===== config.mk =====
export PLATFORM = sky130hd
export DESIGN_NAME = bsg_rr_arb_2_to_1_width_p32_flat
export DESIGN_NICKNAME = d
export VERILOG_FILES = /design/src/rtl/bsg_rr_arb_2_to_1_width_p32_if.sv /design/src/rtl/bsg_rr_arb_2_to_1_width_p32.sv /design/src/flat_wrapper.sv
export SDC_FILE = /design/constraint.sdc
export NUM_CORES = 1
export LEC_CHECK = 0
export BUFFER_PORTS_ARGS = -buffer_cell sky130_fd_sc_hd__clkbuf_2
export CAP_MARGIN = 20
export CORE_UTILIZATION = 35
export CTS_BUF_LIST = sky130_fd_sc_hd__clkbuf_8
export DETAILED_ROUTE_END_ITERATION = 8
export GPL_ROUTABILITY_DRIVEN = 1
export GPL_TIMING_DRIVEN = 1
export PLACE_DENSITY = 0.76
export SYNTH_ARGS = -nofsm -noshare
export SYNTH_HDL_FRONTEND = slang
export SYNTH_SLANG_ARGS = --single-unit
export TNS_END_PERCENT = 10

===== constraint.sdc =====
create_clock -name clk_i -period 3.35 [get_ports clk_i]
set_clock_uncertainty 0.2 [all_clocks]
set_input_delay 0.335 -clock clk_i [delete_from_list [all_inputs] [get_ports clk_i]]
set_output_delay 0.335 -clock clk_i [all_outputs]
set_load 0.02 [all_outputs]

===== src/rtl/bsg_rr_arb_2_to_1_width_p32_if.sv =====
// rtl/bsg_rr_arb_2_to_1_width_p32_if.sv - handshake bundle between two requesters, the arbiter and the downstream sink
interface bsg_rr_arb_2_to_1_width_p32_if #(
  parameter int width_p = 32
);
  logic [1:0]           v_i;
  logic [2*width_p-1:0] data_i;
  logic [1:0]           ready_o;
  logic [1:0]           sel_one_hot_o;
  logic                 v_o;
  logic [width_p-1:0]   data_o;
  logic                 tag_o;
  logic                 ready_i;

  // Arbiter side
  modport slave (
    input  v_i,
    input  data_i,
    input  ready_i,
    output ready_o,
    output sel_one_hot_o,
    output v_o,
    output data_o,
    output tag_o
  );

  // Requester / sink side
  modport master (
    output v_i,
    output data_i,
    output ready_i,
    input  ready_o,
    input  sel_one_hot_o,
    input  v_o,
    input  data_o,
    input  tag_o
  );
endinterface


===== src/rtl/bsg_rr_arb_2_to_1_width_p32.sv =====
// rtl/bsg_rr_arb_2_to_1_width_p32.sv - 2:1 round-robin arbiter with one registered output stage
// Grant is combinational from v_i and last_r only; data_i never reaches a control output.
module bsg_rr_arb_2_to_1_width_p32 #(
  parameter int width_p = 32
) (
  input logic                            clk_i,
  input logic                            reset_n_i,
  bsg_rr_arb_2_to_1_width_p32_if.slave   bus
);

  logic               v_r;
  logic [width_p-1:0] data_r;
  logic               tag_r;
  logic               last_r;

  logic [1:0]         grant;
  logic               enq_ok;
  logic               enq;
  logic [width_p-1:0] data_sel;

  always_comb begin
    grant = 2'b00;
    unique case (bus.v_i)
      2'b01:   grant = 2'b01;
      2'b10:   grant = 2'b10;
      2'b11:   grant = last_r ? 2'b01 : 2'b10;
      default: grant = 2'b00;
    endcase
  end

  // The register refills in the same cycle it drains, so throughput is one word per cycle.
  assign enq_ok = ~v_r | bus.ready_i;
  assign enq    = (|grant) & enq_ok;

  assign data_sel = (bus.data_i[0*width_p +: width_p] & {width_p{grant[0]}})
                  | (bus.data_i[1*width_p +: width_p] & {width_p{grant[1]}});

  // Reset gating keeps requesters from seeing an accept while the stage is held in reset.
  assign bus.ready_o       = grant & {2{enq_ok & reset_n_i}};
  assign bus.sel_one_hot_o = grant;
  assign bus.v_o           = v_r;
  assign bus.data_o        = data_r;
  assign bus.tag_o         = tag_r;

  always_ff @(posedge clk_i or negedge reset_n_i) begin
    if (!reset_n_i) begin
      v_r    <= 1'b0;
      data_r <= '0;
      tag_r  <= 1'b0;
      last_r <= 1'b1;
    end else if (enq) begin
      v_r    <= 1'b1;
      data_r <= data_sel;
      tag_r  <= grant[1];
      last_r <= grant[1];
    end else if (v_r && bus.ready_i) begin
      v_r    <= 1'b0;
    end
  end

endmodule

===== src/flat_wrapper.sv =====
// flat-port wrapper written by rule: the top's interface ports become plain ports
module bsg_rr_arb_2_to_1_width_p32_flat 
#(
  parameter int width_p = 32
)
  (clk_i, reset_n_i, bus_v_i, bus_data_i, bus_ready_i, bus_ready_o, bus_sel_one_hot_o, bus_v_o, bus_data_o, bus_tag_o);
  bsg_rr_arb_2_to_1_width_p32_if #(.width_p(width_p)) bus_i ();
  input logic clk_i;
  input logic reset_n_i;
  input wire logic [$bits(bus_i.v_i)-1:0] bus_v_i;
  input wire logic [$bits(bus_i.data_i)-1:0] bus_data_i;
  input wire logic [$bits(bus_i.ready_i)-1:0] bus_ready_i;
  output wire logic [$bits(bus_i.ready_o)-1:0] bus_ready_o;
  output wire logic [$bits(bus_i.sel_one_hot_o)-1:0] bus_sel_one_hot_o;
  output wire logic [$bits(bus_i.v_o)-1:0] bus_v_o;
  output wire logic [$bits(bus_i.data_o)-1:0] bus_data_o;
  output wire logic [$bits(bus_i.tag_o)-1:0] bus_tag_o;
  assign bus_i.v_i = bus_v_i;
  assign bus_i.data_i = bus_data_i;
  assign bus_i.ready_i = bus_ready_i;
  assign bus_ready_o = bus_i.ready_o;
  assign bus_sel_one_hot_o = bus_i.sel_one_hot_o;
  assign bus_v_o = bus_i.v_o;
  assign bus_data_o = bus_i.data_o;
  assign bus_tag_o = bus_i.tag_o;
  bsg_rr_arb_2_to_1_width_p32 #(.width_p(width_p)) u_core (.clk_i(clk_i), .reset_n_i(reset_n_i), .bus(bus_i));
endmodule

==> impl_metrics.toml, run 1 <==
[cts]
cts_tree = "done"
ctsResizeCount = 0
htree_levels = 2
ctsLongestPathBuffers = 2
path_clk_slew_ns = 0.07
clkLatencyLatePin_ns = 0.27
numCtsBuffers = 5
root_buffer = "clkbuf_8"
postCtsSetupBuffers = 0
cts.sinks = 35

[flow_run]
drv_cap = 0

[yosys]
syn_area_um2 = 1640
syn_nets = 193
syn_inst = 124
netlist-cell-type-count = 16
ys_warn_count = 0
synth.avg_cell_area_um2 = 13.2
ys_ff_latch = 35
ys_seq_area_frac = 0.535

[final_layout]
drive_above_1_share = 0.557
multi_input_area_um2 = 636
syn_to_final_growth_pct = 35.2
antennaDiodeCount = 0
stdcell_area_um2 = 2220
nFillCells = 414
regArea_um2 = 877
nets = 296

[critical_path]
critPathMaxFanout = 36
crit_type = "reg2out"
reg2reg_depth = 4
required_ns = 2.81
critPathCaptureType = "output pin"
ff2ff_setup_slack_ns = 1.60
cp_data_arrival_time_ns = 1.72
worstSetupStartpointType = "register"

[drt]
drtIter0Drc = 71
wl_um = 4070
via_count = 1482
ant_nets = 0
vias_per_cell = 5.29
drc = 8
firstDrtPassIters = 6
wire_per_inst_um = 14.5

[sta]
setup_viol = 0
hold_slack_ns = 0.0823
tightestPinTransition_ns = 0.709
period_share = 0.673
max_slew_margin = 0.526
drv_slew = 0
finalSetupTns_ns = 0
finalHoldViolations = 0
min_period_ns = 2.26
max_freq_mhz = 443
rsz0062_at_grt = "no"

[die]
design.portCount = 107
die_w_um = 70.5
initial_core_util = 0.369
placementRows = 24
die_h_um = 70.5
dieArea_um2 = 4960
coreArea_um2 = 4440

[pwr]
leakage_nw = 1.28
power.total_mw = 1.15
power.density_nw_per_um2 = 518
peakVddDrop_uv = 202

[grt]
antenna_found_initial = 0
grt_pass1_vias = 1405
grt_first_pass_wirelength_um = 6470
grt_remaining_overflow = 0
grt_use_total = 0.170
grt_max_degree = 40

[placed_design]
place_area_um2 = 2130
hpwl_um = 2860
globalplace.congestion = 0.735
portBuffers = 106

[hold_path]
worstHoldPathCells = 2
min_path_type = "in2reg"

[outcome]
violations = "design-rule violations"
status = "finished, violations left"
state kept, by name, indices dropped and copies added, names as in the netlist:
signal	count
u_core.bus.data_o	32
u_core.bus.tag_o	1
u_core.bus.v_o	1
u_core.last_r	1
layer usage:
layer / vias to the layer above / routed length, um / global-route usage
met5: - / 0 / 0
met4: 0 / 44 / 0.0499
met3: 4 / 357 / 0.0577
met2: 74 / 1990 / 0.288
met1: 699 / 1670 / 0.203
li1: 705 / - / -
cells by family (layout without fill, tap and decap cells):
| group | after synthesis | after routing | share of synthesized area |
|---|---|---|---|
| compound gates | 38 | 38 | 0.240 |
| flops | 35 | 35 | 0.535 |
| buf+inv | 14 | 118 | 0.0778 |
| simple gates | 37 | 37 | 0.148 |
cells in the mapped netlist:
library cell  count  share of area
and3_1           27           0.10
nand2_1           1         0.0023
buf_6            10          0.069
inv_1             1         0.0023
o21a_1            1         0.0046
dfrtp_1          34           0.52
o21ai_2           1         0.0053
clkbuf_1          3         0.0069
and3_2            7          0.032
nand2b_4          1         0.0084
dfstp_2           1          0.016
o211a_4           1          0.011
a221o_1          32           0.20
a22o_2            2          0.012
nor2_1            1         0.0023
a21boi_4          1          0.011
report_power, final:
| part | switching (mW) | total (mW) | internal [mW] | leakage, nW |
|---|---|---|---|---|
| logic | 0.189 | 0.336 | 0.146 | 0.798 |
| clock network | 0.138 | 0.277 | 0.138 | 0.0519 |
| registers | 0.0445 | 0.537 | 0.492 | 0.426 |
| total | 0.372 | 1.15 | 0.777 | 1.28 |
worst max-delay path, stage by stage, from the launching register on:
cell and delay [ns]:
dfstp_2 0.40, a21boi_4 0.59, and3_2 0.30, clkbuf_2 0.16
worst paths after layout:
check	start	to
setup / recovery	u_core.last_r$_DFFE_PN1P_	bus_ready_o[1]
max in group asynchronous	reset_n_i	u_core.last_r$_DFFE_PN1P_
hold reg to reg	u_core.bus.tag_o$_DFFE_PN0P_	u_core.bus.tag_o$_DFFE_PN0P_
hold / removal	bus_data_i[31]	u_core.bus.data_o[31]$_DFFE_PN0P_
min in group asynchronous	reset_n_i	u_core.bus.data_o[21]$_DFFE_PN0P_
setup reg to reg	u_core.bus.v_o$_DFFE_PN0P_	u_core.bus.data_o[18]$_DFFE_PN0P_
through the flow:
stage,utilization,setup WS (ns),std cells
2_1_floorplan,-,1.70,124
3_3_place_gp,0.479,1.29,271
3_5_place_dp,0.479,1.27,271
4_1_cts,0.499,1.08,280
5_1_grt,0.499,0.953,280
6_report,0.499,1.09,280
final cells by class:
class                           instances  share of cell area
Multi-Input combinational cell         75               0.287
Inverter                                1             0.00169
Clock buffer                            5              0.0310
Sequential cell                        35               0.396
Tap cell                               52              0.0293
Timing Repair Buffer                  109               0.251
Clock inverter                          3             0.00508
cell usage in the layout, fill, tap and decap left out:
master	netlist	final
a22o_2	2	2
a221o_1	32	32
and3_1	27	27
nor2_1	1	1
o211a_4	1	1
a21boi_4	1	1
buf_4	0	2
dfstp_2	1	1
nand2b_4	1	1
o21a_1	1	1
clkbuf_8	0	5
nand2_1	1	1
dlygate4sd3_1	0	1
and3_2	7	7
inv_1	1	4
dfrtp_1	34	34
clkbuf_2	0	106
o21ai_2	1	1
what timing repair did:
| item | 4_1_cts | 5_1_grt |
|---|---|---|
| setup endpoints to repair | 0 | 0 |
| hold endpoints to repair | 34 | 0 |
| hold buffers | 1 | 0 |
(Power assumes the default switching activity.)
==> inputs of run 2 (changes only) <==
PLACE_DENSITY = 0.79   (was 0.76)
clock period = 2.03 ns   (was 3.35 ns; I/O delays follow)
==> impl_metrics.toml, run 2 (synthesized netlist as in run 1, its figures left out) <==
[drt]
ant_nets = 0
vias_per_cell = 5.20
via_count = 1643
drtIter0Drc = 108
wire_per_inst_um = 15.9
drc = 14
firstDrtPassIters = 7
wl_um = 5020

[pwr]
leakage_nw = 1.44
switching_share = 0.315
p_int_mw = 1.41
switchingPower_mw = 0.649
p_comb_frac = 0.307
power.density_nw_per_um2 = 788
p_seq_frac = 0.431
power.total_mw = 2.06
peakVddDrop_uv = 295
p_clk_frac = 0.261

[cts]
path_clk_slew_ns = 0.07
ctsLongestPathBuffers = 2
root_buffer = "clkbuf_8"
numCtsBuffers = 5
htree_levels = 2
clkLatencyLatePin_ns = 0.28
cts_tree = "done"
postCtsSetupBuffers = 0
ctsResizeCount = 0
cts.sinks = 35

[grt]
met2_usage = 0.378
grt_remaining_overflow = 0
grt_use_total = 0.209
grt_first_pass_wirelength_um = 8010
grtUsageMet3 = 0.0476
grtUsageMet1 = 0.231
top_usage_layer = "met2"
grt_max_degree = 36
grt_pass1_vias = 1753
antenna_found_initial = 0

[outcome]
status = "finished, violations left"
violations = "design-rule violations"

[placed_design]
hpwl_um = 2980
place_area_um2 = 2170
portBuffers = 106
globalplace.congestion = 0.775

[critical_path]
reg2reg_depth = 4
regToRegEndpoint = "u_core.bus.data_o[6]$_DFFE_PN0P_"
critPathMaxFanout = 20
cp_data_arrival_time_ns = 1.45
worstSetupStartpointType = "register"
ff2ff_setup_slack_ns = 0.35
critPathCaptureType = "output pin"
required_ns = 1.63
slowest_stage = "dfrtp_1"
r2r_start = "u_core.bus.v_o$_DFFE_PN0P_"
critPathMaxStageDelay_ns = 0.40
crit_chain = "nand2b_4, buf_4, and3_1, clkbuf_2"
crit_type = "reg2out"

[final_layout]
drive_above_1_share = 0.500
antennaDiodeCount = 0
nFillCells = 380
layout_common_cells = "clkbuf_2 (106), dlygate4sd3_1 (34), dfrtp_1 (34)"
layout.cells.most_common = "clkbuf_2"
multi_input_area_um2 = 647
nets = 332
regArea_um2 = 877
largest_reg_flops = 32
syn_to_final_growth_pct = 59.6
stdcell_area_um2 = 2620

[sta]
tightestPinTransition_ns = 0.503
max_freq_mhz = 538
min_period_ns = 1.86
max_slew_margin = 0.665
finalHoldViolations = 0
finalSetupTns_ns = 0
setup_viol = 0
period_share = 0.915
drv_slew = 0
rsz0062_at_grt = "no"

[flow_run]
drv_cap = 0

[die]
coreArea_um2 = 4440
dieArea_um2 = 4960
die_h_um = 70.5
design.portCount = 107
placementRows = 24
die_w_um = 70.5
initial_core_util = 0.369

[hold_path]
min_path_type = "in2reg"
worstHoldPathCells = 3
min_to = "u_core.bus.data_o[23]$_DFFE_PN0P_"
worstHoldStart = "bus_data_i[55]"
-- run 2: layout make-up --
cell class,instances,share of cell area
multi-input cells,76,0.247
clock buffers,7,0.0368
inverters,1,0.00143
flip-flops and latches,35,0.335
well taps,52,0.0248
clock inverters,1,0.00143
repair buffers,144,0.354
-- run 2: metrics by stage --
step,hold WS (ns),setup WS (ns),utilization,std cells
floorplan,-0.293,0.444,-,124
global placement,0.0913,0.373,0.488,273
detailed placement,0.0940,0.352,0.488,273
CTS,0.0291,0.0481,0.587,315
global route,0.0518,0.0668,0.589,316
finish,0.0516,0.172,0.589,316
-- run 2: timing repair --
item / in CTS / in global routing
endpoints found under the hold margin: 67 / 0
endpoints found under the setup margin: 0 / 1
hold buffers: 34 / 0
-- run 2: worst max-delay path: cells and delay by family, from the launching register on --
kind | cells | cell delay (ns)
buffers and inverters | 2 | 0.40
and+or+nand+nor | 2 | 0.35
DFF | 1 | 0.40
-- run 2: worst max-delay path by stage --
stage                                     from                           endpoint  slack, ns  depth (start not counted)
floorplan           u_core.bus.v_o$_DFFE_PN0P_  u_core.bus.data_o[10]$_DFFE_PN0P_       0.44                          5
global placement                    bus_v_i[0]                     bus_ready_o[1]       0.37                          4
detailed placement  u_core.bus.v_o$_DFFE_PN0P_  u_core.bus.data_o[30]$_DFFE_PN0P_       0.35                          4
CTS                  u_core.last_r$_DFFE_PN1P_                     bus_ready_o[1]       0.05                          3
global route        u_core.bus.v_o$_DFFE_PN0P_                     bus_ready_o[0]       0.07                          4
finish              u_core.bus.v_o$_DFFE_PN0P_                     bus_ready_o[0]       0.17                          4
-- run 2: routing by layer --
layer  wire length (um)  vias up
li1                   -      780
met1               1960      765
met2               2660       87
met3                292       11
met4                106        0
met5                  0        -
-- run 2: power groups by stage --
| stage | combinational, mW | sequential (mW) | clock, mW |
|---|---|---|---|
| 2_1_floorplan | 0.221 | 1.02 | 0 |
| 3_3_place_gp | 0.567 | 0.895 | 0 |
| 3_5_place_dp | 0.578 | 0.892 | 0 |
| 4_1_cts | 0.627 | 0.884 | 0.553 |
| 5_1_grt | 0.684 | 0.902 | 0.585 |
| 6_report | 0.634 | 0.890 | 0.539 |
